--- config.mk ---
export PLATFORM = sky130hd
export DESIGN_NAME = alu_parity_pipe
export DESIGN_NICKNAME = d
export VERILOG_FILES = /design/src/rtl/alu_parity_pipe.sv
export SDC_FILE = /design/constraint.sdc
export NUM_CORES = 1
export LEC_CHECK = 0
export CAP_MARGIN = 20
export CORE_ASPECT_RATIO = 1.25
export CORE_MARGIN = 2
export CORE_UTILIZATION = 55
export DETAILED_ROUTE_END_ITERATION = 6
export DONT_BUFFER_PORTS = 1
export GPL_ROUTABILITY_DRIVEN = 0
export GPL_TIMING_DRIVEN = 1
export PLACE_DENSITY_LB_ADDON = 0.1
export RECOVER_POWER = 50
export SLEW_MARGIN = 20
export SYNTH_ARGS = -nofsm -noshare
export SYNTH_HDL_FRONTEND = slang
export SYNTH_SLANG_ARGS = --single-unit
export TNS_END_PERCENT = 100
--- constraint.sdc ---
create_clock -name clk -period 3.8 [get_ports clk]
set_clock_uncertainty 0.1 [all_clocks]
set_input_delay 0.38 -clock clk [delete_from_list [all_inputs] [get_ports clk]]
set_output_delay 0.38 -clock clk [all_outputs]
set_load 0.05 [all_outputs]
--- src/rtl/alu_parity_pipe.sv ---
// Two-stage valid/ready pipeline: one-hot function encoder and operand capture in S1,
// ALU result with carry, parity and illegal-code flag registered in S2.
module alu_parity_pipe #(
    parameter int WIDTH      = 4,
    parameter bit ODD_PARITY = 1'b0
) (
    input  logic             clk,
    input  logic             rst_n,
    input  logic             in_valid,
    output logic             in_ready,
    input  logic [7:0]       fncode,
    input  logic [WIDTH-1:0] src_a,
    input  logic [WIDTH-1:0] src_b,
    output logic             out_valid,
    input  logic             out_ready,
    output logic [WIDTH-1:0] result,
    output logic             carry,
    output logic             parity,
    output logic             illegal
);

    function automatic logic calc_parity(input logic [WIDTH-1:0] value);
        calc_parity = (^value) ^ ODD_PARITY;
    endfunction

    logic [2:0]       opcode_s;
    logic [3:0]       ones_s;
    logic             illegal_s;
    logic             s2_advance_s;
    logic [WIDTH:0]   sum_s;
    logic [WIDTH-1:0] alu_res_s;
    logic             alu_carry_s;

    logic             s1_valid_r;
    logic [2:0]       s1_op_r;
    logic [WIDTH-1:0] s1_a_r;
    logic [WIDTH-1:0] s1_b_r;
    logic             s1_ill_r;

    logic             s2_valid_r;
    logic [WIDTH-1:0] s2_res_r;
    logic             s2_carry_r;
    logic             s2_par_r;
    logic             s2_ill_r;

    // Encoder: scanning high-to-low leaves the lowest set bit as the opcode.
    always_comb begin
        opcode_s = 3'd0;
        ones_s   = 4'd0;
        for (int i = 7; i >= 0; i--) begin
            opcode_s = fncode[i] ? 3'(i) : opcode_s;
            ones_s   = ones_s + {3'd0, fncode[i]};
        end
        illegal_s = (ones_s != 4'd1);
    end

    assign s2_advance_s = !s2_valid_r || out_ready;
    assign in_ready     = !s1_valid_r || s2_advance_s;

    // ALU operating on the S1 operands; carry is meaningful only for ADD/SUB.
    always_comb begin
        sum_s       = {(WIDTH+1){1'b0}};
        alu_res_s   = {WIDTH{1'b0}};
        alu_carry_s = 1'b0;
        case (s1_op_r)
            3'd0: begin
                sum_s       = {1'b0, s1_a_r} + {1'b0, s1_b_r};
                alu_res_s   = sum_s[WIDTH-1:0];
                alu_carry_s = sum_s[WIDTH];
            end
            3'd1: begin
                sum_s       = {1'b0, s1_a_r} + {1'b0, ~s1_b_r} + {{WIDTH{1'b0}}, 1'b1};
                alu_res_s   = sum_s[WIDTH-1:0];
                alu_carry_s = sum_s[WIDTH];
            end
            3'd2:    alu_res_s = s1_a_r ^ s1_b_r;
            3'd3:    alu_res_s = s1_a_r | s1_b_r;
            3'd4:    alu_res_s = s1_a_r & s1_b_r;
            3'd5:    alu_res_s = ~(s1_a_r | s1_b_r);
            3'd6:    alu_res_s = ~(s1_a_r & s1_b_r);
            3'd7:    alu_res_s = ~(s1_a_r ^ s1_b_r);
            default: alu_res_s = {WIDTH{1'b0}};
        endcase
    end

    // Stage 1: capture on handshake, drain when S2 takes the entry with nothing new arriving.
    always_ff @(posedge clk or negedge rst_n) begin
        if (!rst_n) begin
            s1_valid_r <= 1'b0;
            s1_op_r    <= 3'd0;
            s1_a_r     <= {WIDTH{1'b0}};
            s1_b_r     <= {WIDTH{1'b0}};
            s1_ill_r   <= 1'b0;
        end else if (in_valid && in_ready) begin
            s1_valid_r <= 1'b1;
            s1_op_r    <= opcode_s;
            s1_a_r     <= src_a;
            s1_b_r     <= src_b;
            s1_ill_r   <= illegal_s;
        end else if (s2_advance_s) begin
            s1_valid_r <= 1'b0;
        end
    end

    // Stage 2: holds its content while the consumer stalls.
    always_ff @(posedge clk or negedge rst_n) begin
        if (!rst_n) begin
            s2_valid_r <= 1'b0;
            s2_res_r   <= {WIDTH{1'b0}};
            s2_carry_r <= 1'b0;
            s2_par_r   <= 1'b0;
            s2_ill_r   <= 1'b0;
        end else if (s2_advance_s) begin
            s2_valid_r <= s1_valid_r;
            if (s1_valid_r) begin
                s2_res_r   <= alu_res_s;
                s2_carry_r <= alu_carry_s;
                s2_par_r   <= calc_parity(alu_res_s);
                s2_ill_r   <= s1_ill_r;
            end
        end
    end

    assign out_valid = s2_valid_r;
    assign result    = s2_res_r;
    assign carry     = s2_carry_r;
    assign parity    = s2_par_r;
    assign illegal   = s2_ill_r;

endmodule
==> out/metrics.csv, run 1 <==
stage,metric,value,unit
outcome,status,"finished, final reports clean",
worst_setup_path,timing.critical_path.slowest_stage_cell,sky130_fd_sc_hd__fa_1,
clock_tree,clock_tree.htree_level_count,1,
worst_setup_path,cpPeakStageDelay,0.56,ns
global_routing,grt_util_met1,25.8,%
finish,antenna-diode-count,0,
power,power_density,526,nW/um^2
route,detailed_route_via_count,1187,
route,route.final.wire_length,3.21,mm
floorplanning,floorplan.rows,22,
yosys,synth.area.top_cells,"sky130_fd_sc_hd__dfrtp_1, sky130_fd_sc_hd__ha_1, sky130_fd_sc_hd__mux2_2, sky130_fd_sc_hd__fa_1, sky130_fd_sc_hd__inv_1",
global_routing,globalRouteMet2Util,37.8,%
worst_setup_path,cp-end-kind,flip-flop,
yosys,synth_seq_area_share,31.8,%
power,max_ir_drop_vdd,346,uV
yosys,netlist.area_leader.share,31.8,%
sta,slew-limit-headroom,23.3,%
power,power.leakage,0.775,nW
clock_tree,clock_latency,0.30,ns
worst_setup_path,required,3.90,ns
yosys,ys_types,41,
sta,rsz0062_at_grt,no,
placed_design,post-dp-hpwl,2.56,mm
worst_setup_path,worst_ep_arrival_time,3.03,ns
power,power.total,0.888,mW
yosys,synthesis.instances,172,
yosys,synth_edf_count,0,
yosys,netlist.top_cell.by_area,sky130_fd_sc_hd__dfrtp_1,
sta,worst_pin_slew,1.15,ns
yosys,synthesis.area_per_instance,9.60,sq um
global_routing,busiest_layer,met2,
yosys,postSynthRegisterBits,21,
finish,flow.area_growth_from_synthesis,2.20,%
floorplanning,core_region_area,2890,sq um
route,detail_route.drc_violations,0,
clock_tree,cts_tree,built,
floorplanning,io_pins,29,
global_routing,met3_resource_use_gr,4.32,%
job,maxCapViolations,0,
worst_setup_path,critPathLaunch,fncode[0],
worst_hold_path,min_from,fncode[0],
floorplanning,design.die.area,3460,sq um
global_routing,grt_pass1_wl,5.56,mm
floorplanning,fp.dieW,53.0,um
yosys,synth-async-reset-ratio,100,%
route,drt-wirelength-per-cell,15.5,um
route,via_per_inst,5.73,
clock_tree,clock_sink_count,21,
route,drt-pass1-iter-count,4,
global_routing,first_global_vias,1297,
global_routing,globalRouteTotalUtil,21.7,%
finish,layout-drive-gt1-share,12.3,%
sta,finalSetupTns,0,ns
clock_tree,cts-root-to-sink-buffers,2,
worst_setup_path,critical_path.reg2reg.startpoint,out_valid,
yosys,synth_nets,213,
sta,fin_ws,0.875,ns
route,final_antenna_net_count,0,
worst_setup_path,cpLargestDelayFamily,adder cells,
sta,layout_worst_path_cycle_share,77.0,%
sta,hold_viol_final,0,
floorplanning,die-height,65.3,um
worst_setup_path,timing.critical_path.cells,inv_1 > fa_1 > fa_1 > fa_1 > inv_1 > ha_1 > inv_1 > fa_1 > inv_1 > nand3_1 > o22ai_1 > a31oi_1 > a21o_1,
worst_setup_path,crit_buf_inv,4,
worst_setup_path,worstSetupPathType,primary input to flip-flop,
worst_setup_path,critPathLaunchType,primary input,
clock_tree,clock-root-buffer,sky130_fd_sc_hd__clkbuf_4,
route,detail_route.iter0.violations,19,
yosys,ys.warnings.count,0,
sta,drv_slew,0,
sta,max_clk_rate,342,MHz
clock_tree,cts.clk_slew.worst_paths,0.11,ns
worst_setup_path,critPathMaxFanout,4,
yosys,synthFlopType,sky130_fd_sc_hd__dfrtp_1,
placed_design,place_worst_setup_slack,0.548,ns
sta,setup-violations-final,0,
sta,finalWorstPathRequiredPeriod,2.93,ns
placed_design,port-buffer-count,0,
finish,fin_nets,213,
clock_tree,numCtsBuffers,3,
global_routing,initial_antenna_violation_count,0,
global_routing,grt_overflow,0,
floorplanning,start_util,57.1,%
yosys,synthMostInstantiatedCell,sky130_fd_sc_hd__inv_1,
global_routing,grt_max_degree,23,
finish,utilization,58.4,%
worst_hold_path,hold_path.class,primary input to flip-flop,
yosys,yosys-top-cells-count,"sky130_fd_sc_hd__inv_1, sky130_fd_sc_hd__dfrtp_1, sky130_fd_sc_hd__ha_1",
yosys,synth_area,1650,sq um
## layout by cell type (no fill, tap or decap), types with 2 or more instances in the layout
cell / synthesis / layout
sky130_fd_sc_hd__mux2i_1: 5 / 5
sky130_fd_sc_hd__fa_1: 6 / 6
sky130_fd_sc_hd__a21o_1: 2 / 2
sky130_fd_sc_hd__nand2_1: 12 / 12
sky130_fd_sc_hd__nor2_1: 8 / 8
sky130_fd_sc_hd__dfrtp_1: 21 / 21
sky130_fd_sc_hd__o31ai_1: 2 / 2
sky130_fd_sc_hd__o21ai_0: 7 / 7
sky130_fd_sc_hd__mux2_2: 13 / 13
sky130_fd_sc_hd__ha_1: 15 / 15
sky130_fd_sc_hd__xnor2_1: 5 / 5
sky130_fd_sc_hd__inv_2: 2 / 2
sky130_fd_sc_hd__nand2b_1: 5 / 5
sky130_fd_sc_hd__a21oi_1: 6 / 6
sky130_fd_sc_hd__a32oi_1: 2 / 2
sky130_fd_sc_hd__inv_1: 26 / 26
sky130_fd_sc_hd__o41ai_1: 2 / 2
sky130_fd_sc_hd__nor4_1: 2 / 2
sky130_fd_sc_hd__a31oi_1: 6 / 6
sky130_fd_sc_hd__clkbuf_4: 0 / 3
sky130_fd_sc_hd__o211ai_1: 2 / 2
## cells by family (layout without fill, tap and decap cells)
kind of cell / after synthesis / after routing / synth area share (%)
AOI/OAI and AO/OA: 38 / 38 / 15.8
xor gates and xnor gates: 5 / 5 / 2.65
adders and majority gates: 21 / 21 / 18.6
buffers and inverters: 35 / 34 / 9.39
DFF: 21 / 21 / 31.8
muxes: 18 / 18 / 11.9
and+or+nand+nor: 34 / 34 / 9.85
## report_power, final
part	total, mW	switching [mW]	leakage (nW)	internal [mW]
Clock	0.106	0.0663	0.0177	0.0392
Combinational	0.338	0.175	0.508	0.163
Sequential	0.445	0.172	0.250	0.273
## flip-flops by register name, summed over array words and instances, names as in the netlist
name / flops
result: 4
s1_a_r: 4
s1_b_r: 4
s1_op_r: 3
carry: 1
illegal: 1
out_valid: 1
parity: 1
s1_ill_r: 1
s1_valid_r: 1
## routing by layer
metal | wire [um] | share of wire, %
met5 | 0 | 0
met4 | 63 | 2.0
met3 | 113 | 3.5
met2 | 1720 | 54
met1 | 1300 | 41
## area by class of cell
| type | instances | area, sq um |
|---|---|---|
| Fill cell | 264 | 1200 |
| Clock inverter | 1 | 5.00 |
| Multi-Input combinational cell | 116 | 971 |
| Sequential cell | 21 | 526 |
| Clock buffer | 3 | 22.5 |
| Inverter | 28 | 105 |
| Tap cell | 36 | 45.0 |
| Timing Repair Buffer | 2 | 13.8 |
## metrics by stage
| step | hold slack [ns] | std cells | instance area (sq um) |
|---|---|---|---|
| after floorplan | -0.0156 | 172 | 1650 |
| after global placement | -0.0152 | 201 | 1650 |
| after detailed placement | -0.0153 | 201 | 1650 |
| after CTS | 0.0523 | 206 | 1680 |
| after global routing | 0.0489 | 207 | 1690 |
| final | 0.0570 | 207 | 1690 |
## final timing paths
path / endpoint / slack (ns) / cells after the start
setup reg to reg: s1_b_r[2] / 1.30 / 3
min in group asynchronous: s1_op_r[1] / 0.72 / 2
hold reg to reg: out_valid / 0.41 / 1
hold / removal: s1_op_r[0] / 0.06 / 1
max in group asynchronous: result[0] / 2.20 / 2
setup / recovery: s1_ill_r / 0.87 / 13
## what timing repair did
item,4_1_cts,5_1_grt
resized for setup,0,0
buffers inserted,0,0
hold buffers,1,1
endpoints found under the hold margin,21,21
Power figures use the tool's default switching activity.
==> run 2, diff against run 1 <==
==> constraint.sdc (replaced) <==
create_clock -name clk -period 2.9 [get_ports clk]
set_clock_uncertainty 0.1 [all_clocks]
set_input_delay 0.29 -clock clk [delete_from_list [all_inputs] [get_ports clk]]
set_output_delay 0.29 -clock clk [all_outputs]
set_load 0.05 [all_outputs]
==> run 2 against run 1 <==
Against the previous run: sequential share of layout area fell by 0.81 points; die area did not move; worst hold slack got worse by 0.021 ns; combinational power rose by 34%; critical path depth did not move; utilization rose by 1.6 points.
==> out/metrics.csv, run 2 (synthesized netlist as in run 1, its figures left out) <==
stage,metric,value,unit,change
outcome,status,"finished, final reports clean",,
route,drt-pass1-iter-count,4,,unchanged
floorplanning,io_pins,29,,unchanged
power,power.total,1.17,mW,+32%
global_routing,grt_pass1_wl,5.69,mm,+2.2%
clock_tree,cts-root-to-sink-buffers,2,,unchanged
placed_design,dpl-instance-area,1650,sq um,+0.46%
sta,finalWorstPathRequiredPeriod,2.75,ns,
route,detail_route.drc_violations,0,,unchanged
worst_setup_path,worstSetupPathType,primary input to flip-flop,,
power,p_comb_share,38.6,%,+0.6 points
clock_tree,cts_tree,built,,
power,power.share.sequential,49.8,%,-0.3 points
global_routing,grt_max_degree,23,,unchanged
floorplanning,core_region_area,2890,sq um,unchanged
worst_setup_path,cpLargestDelayFamily,adder cells,,
clock_tree,clock_latency,0.29,ns,about the same
floorplanning,floorplan.rows,22,,unchanged
worst_setup_path,worst_ep_arrival_time,2.85,ns,-0.18 ns
floorplanning,die-height,65.3,um,unchanged
floorplanning,design.die.area,3460,sq um,unchanged
finish,final_common_cell,sky130_fd_sc_hd__inv_1,,
finish,flow.area_growth_from_synthesis,4.92,%,
clock_tree,clock-root-buffer,sky130_fd_sc_hd__clkbuf_4,,
clock_tree,clock_sink_count,21,,unchanged
route,final_antenna_net_count,0,,unchanged
route,route.final.wire_length,3.31,mm,+3.3%
floorplanning,fp.dieW,53.0,um,unchanged
power,power.switching,0.539,mW,+31%
worst_setup_path,cp-end-kind,flip-flop,,
finish,stdcell_area,1730,sq um,+2.7%
sta,drv_slew,0,,unchanged
sta,layout_worst_path_cycle_share,95.0,%,
route,detailed_route_via_count,1233,,+3.9%
route,via_per_inst,5.84,,+1.9%
finish,antenna-diode-count,0,,unchanged
finish,fin_nets,217,,+1.9%
global_routing,initial_antenna_violation_count,0,,unchanged
sta,rsz0062_at_grt,no,,
clock_tree,cts.clk_slew.worst_paths,0.11,ns,about the same
worst_setup_path,timing.critical_path.slowest_stage_cell,sky130_fd_sc_hd__fa_1,,
power,power.leakage,0.790,nW,+1.9%
route,detail_route.iter0.violations,20,,+1
global_routing,globalRouteTotalUtil,21.8,%,+0.17 points
worst_setup_path,required,3.00,ns,-0.90 ns
worst_setup_path,cpPeakStageDelay,0.55,ns,about the same
sta,slew-limit-headroom,36.0,%,+13 points
sta,hold_viol_final,0,,unchanged
sta,worst_pin_slew,0.957,ns,-0.193 ns
power,max_ir_drop_vdd,392,uV,+13%
sta,setup-violations-final,0,,unchanged
clock_tree,numCtsBuffers,3,,unchanged
floorplanning,start_util,57.1,%,unchanged
power,p_sw_share,46.1,%,-0.38 points
finish,layout.cells.most_common_list,"sky130_fd_sc_hd__inv_1, sky130_fd_sc_hd__dfrtp_1, sky130_fd_sc_hd__ha_1, sky130_fd_sc_hd__mux2_2, sky130_fd_sc_hd__nand2_1",,
power,clock_power_share,11.5,%,-0.4 points
placed_design,port-buffer-count,0,,unchanged
sta,max_clk_rate,363,MHz,
worst_setup_path,critPathMaxFanout,4,,unchanged
power,power.internal,0.631,mW,+33%
finish,layout-drive-gt1-share,13.7,%,+1.4 points
placed_design,post-dp-hpwl,2.57,mm,+0.19%
route,drt-wirelength-per-cell,15.7,um,+1.4%
worst_setup_path,crit_buf_inv,4,,unchanged
global_routing,grt_overflow,0,,unchanged
clock_tree,clock_tree.htree_level_count,1,,unchanged
worst_hold_path,hold_path.class,primary input to flip-flop,,
worst_setup_path,timing.critical_path.cells,inv_1 > fa_1 > fa_1 > fa_1 > inv_1 > ha_2 > inv_1 > fa_2 > inv_2 > nand3_1 > o22ai_1 > a31oi_1 > a21o_1,,
power,power_density,675,nW/um^2,+28%
job,maxCapViolations,0,,unchanged
worst_setup_path,critPathLaunchType,primary input,,
global_routing,first_global_vias,1339,,+3.2%
-- run 2: cell type report --
class	count	area [sq um]
clock inverters	1	5.00
fillers	261	1160
clock buffers	3	22.5
inverters	28	105
well taps	36	45.0
multi-input cells	116	976
flip-flops and latches	21	526
repair buffers	6	53.8
-- run 2: power groups by stage --
stage                     logic, mW  clock network [mW]  registers (mW)
after floorplan               0.388                   0           0.558
after global placement        0.419                   0           0.586
after detailed placement      0.441                   0           0.592
after CTS                     0.454               0.145           0.585
after global routing          0.523               0.152           0.594
final                         0.452               0.135           0.583
-- run 2: per-layer routing --
layer	track usage [%]	vias up	part of all wire (%)
met2	39.2	27	55
met4	6.09	0	1.2
met5	0	-	0
li1	-	597	-
met3	2.95	4	4.0
met1	26.8	605	40
-- run 2: final timing paths --
kind	startpoint	end	slack, ns	cells past startpoint
min in group asynchronous	rst_n	s1_ill_r	0.48	1
min reg2reg	s1_valid_r	out_valid	0.41	1
max	fncode[0]	s1_ill_r	0.15	13
max in group asynchronous	rst_n	result[0]	1.64	1
max reg2reg	s1_a_r[0]	parity	0.42	11
min	src_a[1]	s1_a_r[1]	0.04	1
-- run 2: timing repair --
item,4_1_cts,5_1_grt
resized for setup,0,3
endpoints found under the hold margin,24,0
hold buffers,5,0
setup buffers,0,0
endpoints found under the setup margin,0,1
-- run 2: stage by stage --
stage | instances | setup TNS (ns) | util (%) | setup WS, ns | hold slack [ns]
after floorplan | 172 | -0.0917 | - | -0.0917 | -0.106
after global placement | 202 | -0.176 | 57.2 | -0.176 | -0.105
after detailed placement | 202 | -0.230 | 57.2 | -0.230 | -0.105
after CTS | 211 | 0 | 59.9 | 0.0960 | 0.0233
after global routing | 211 | 0 | 60.0 | 0.0243 | 0.0145
final | 211 | 0 | 60.0 | 0.146 | 0.0364
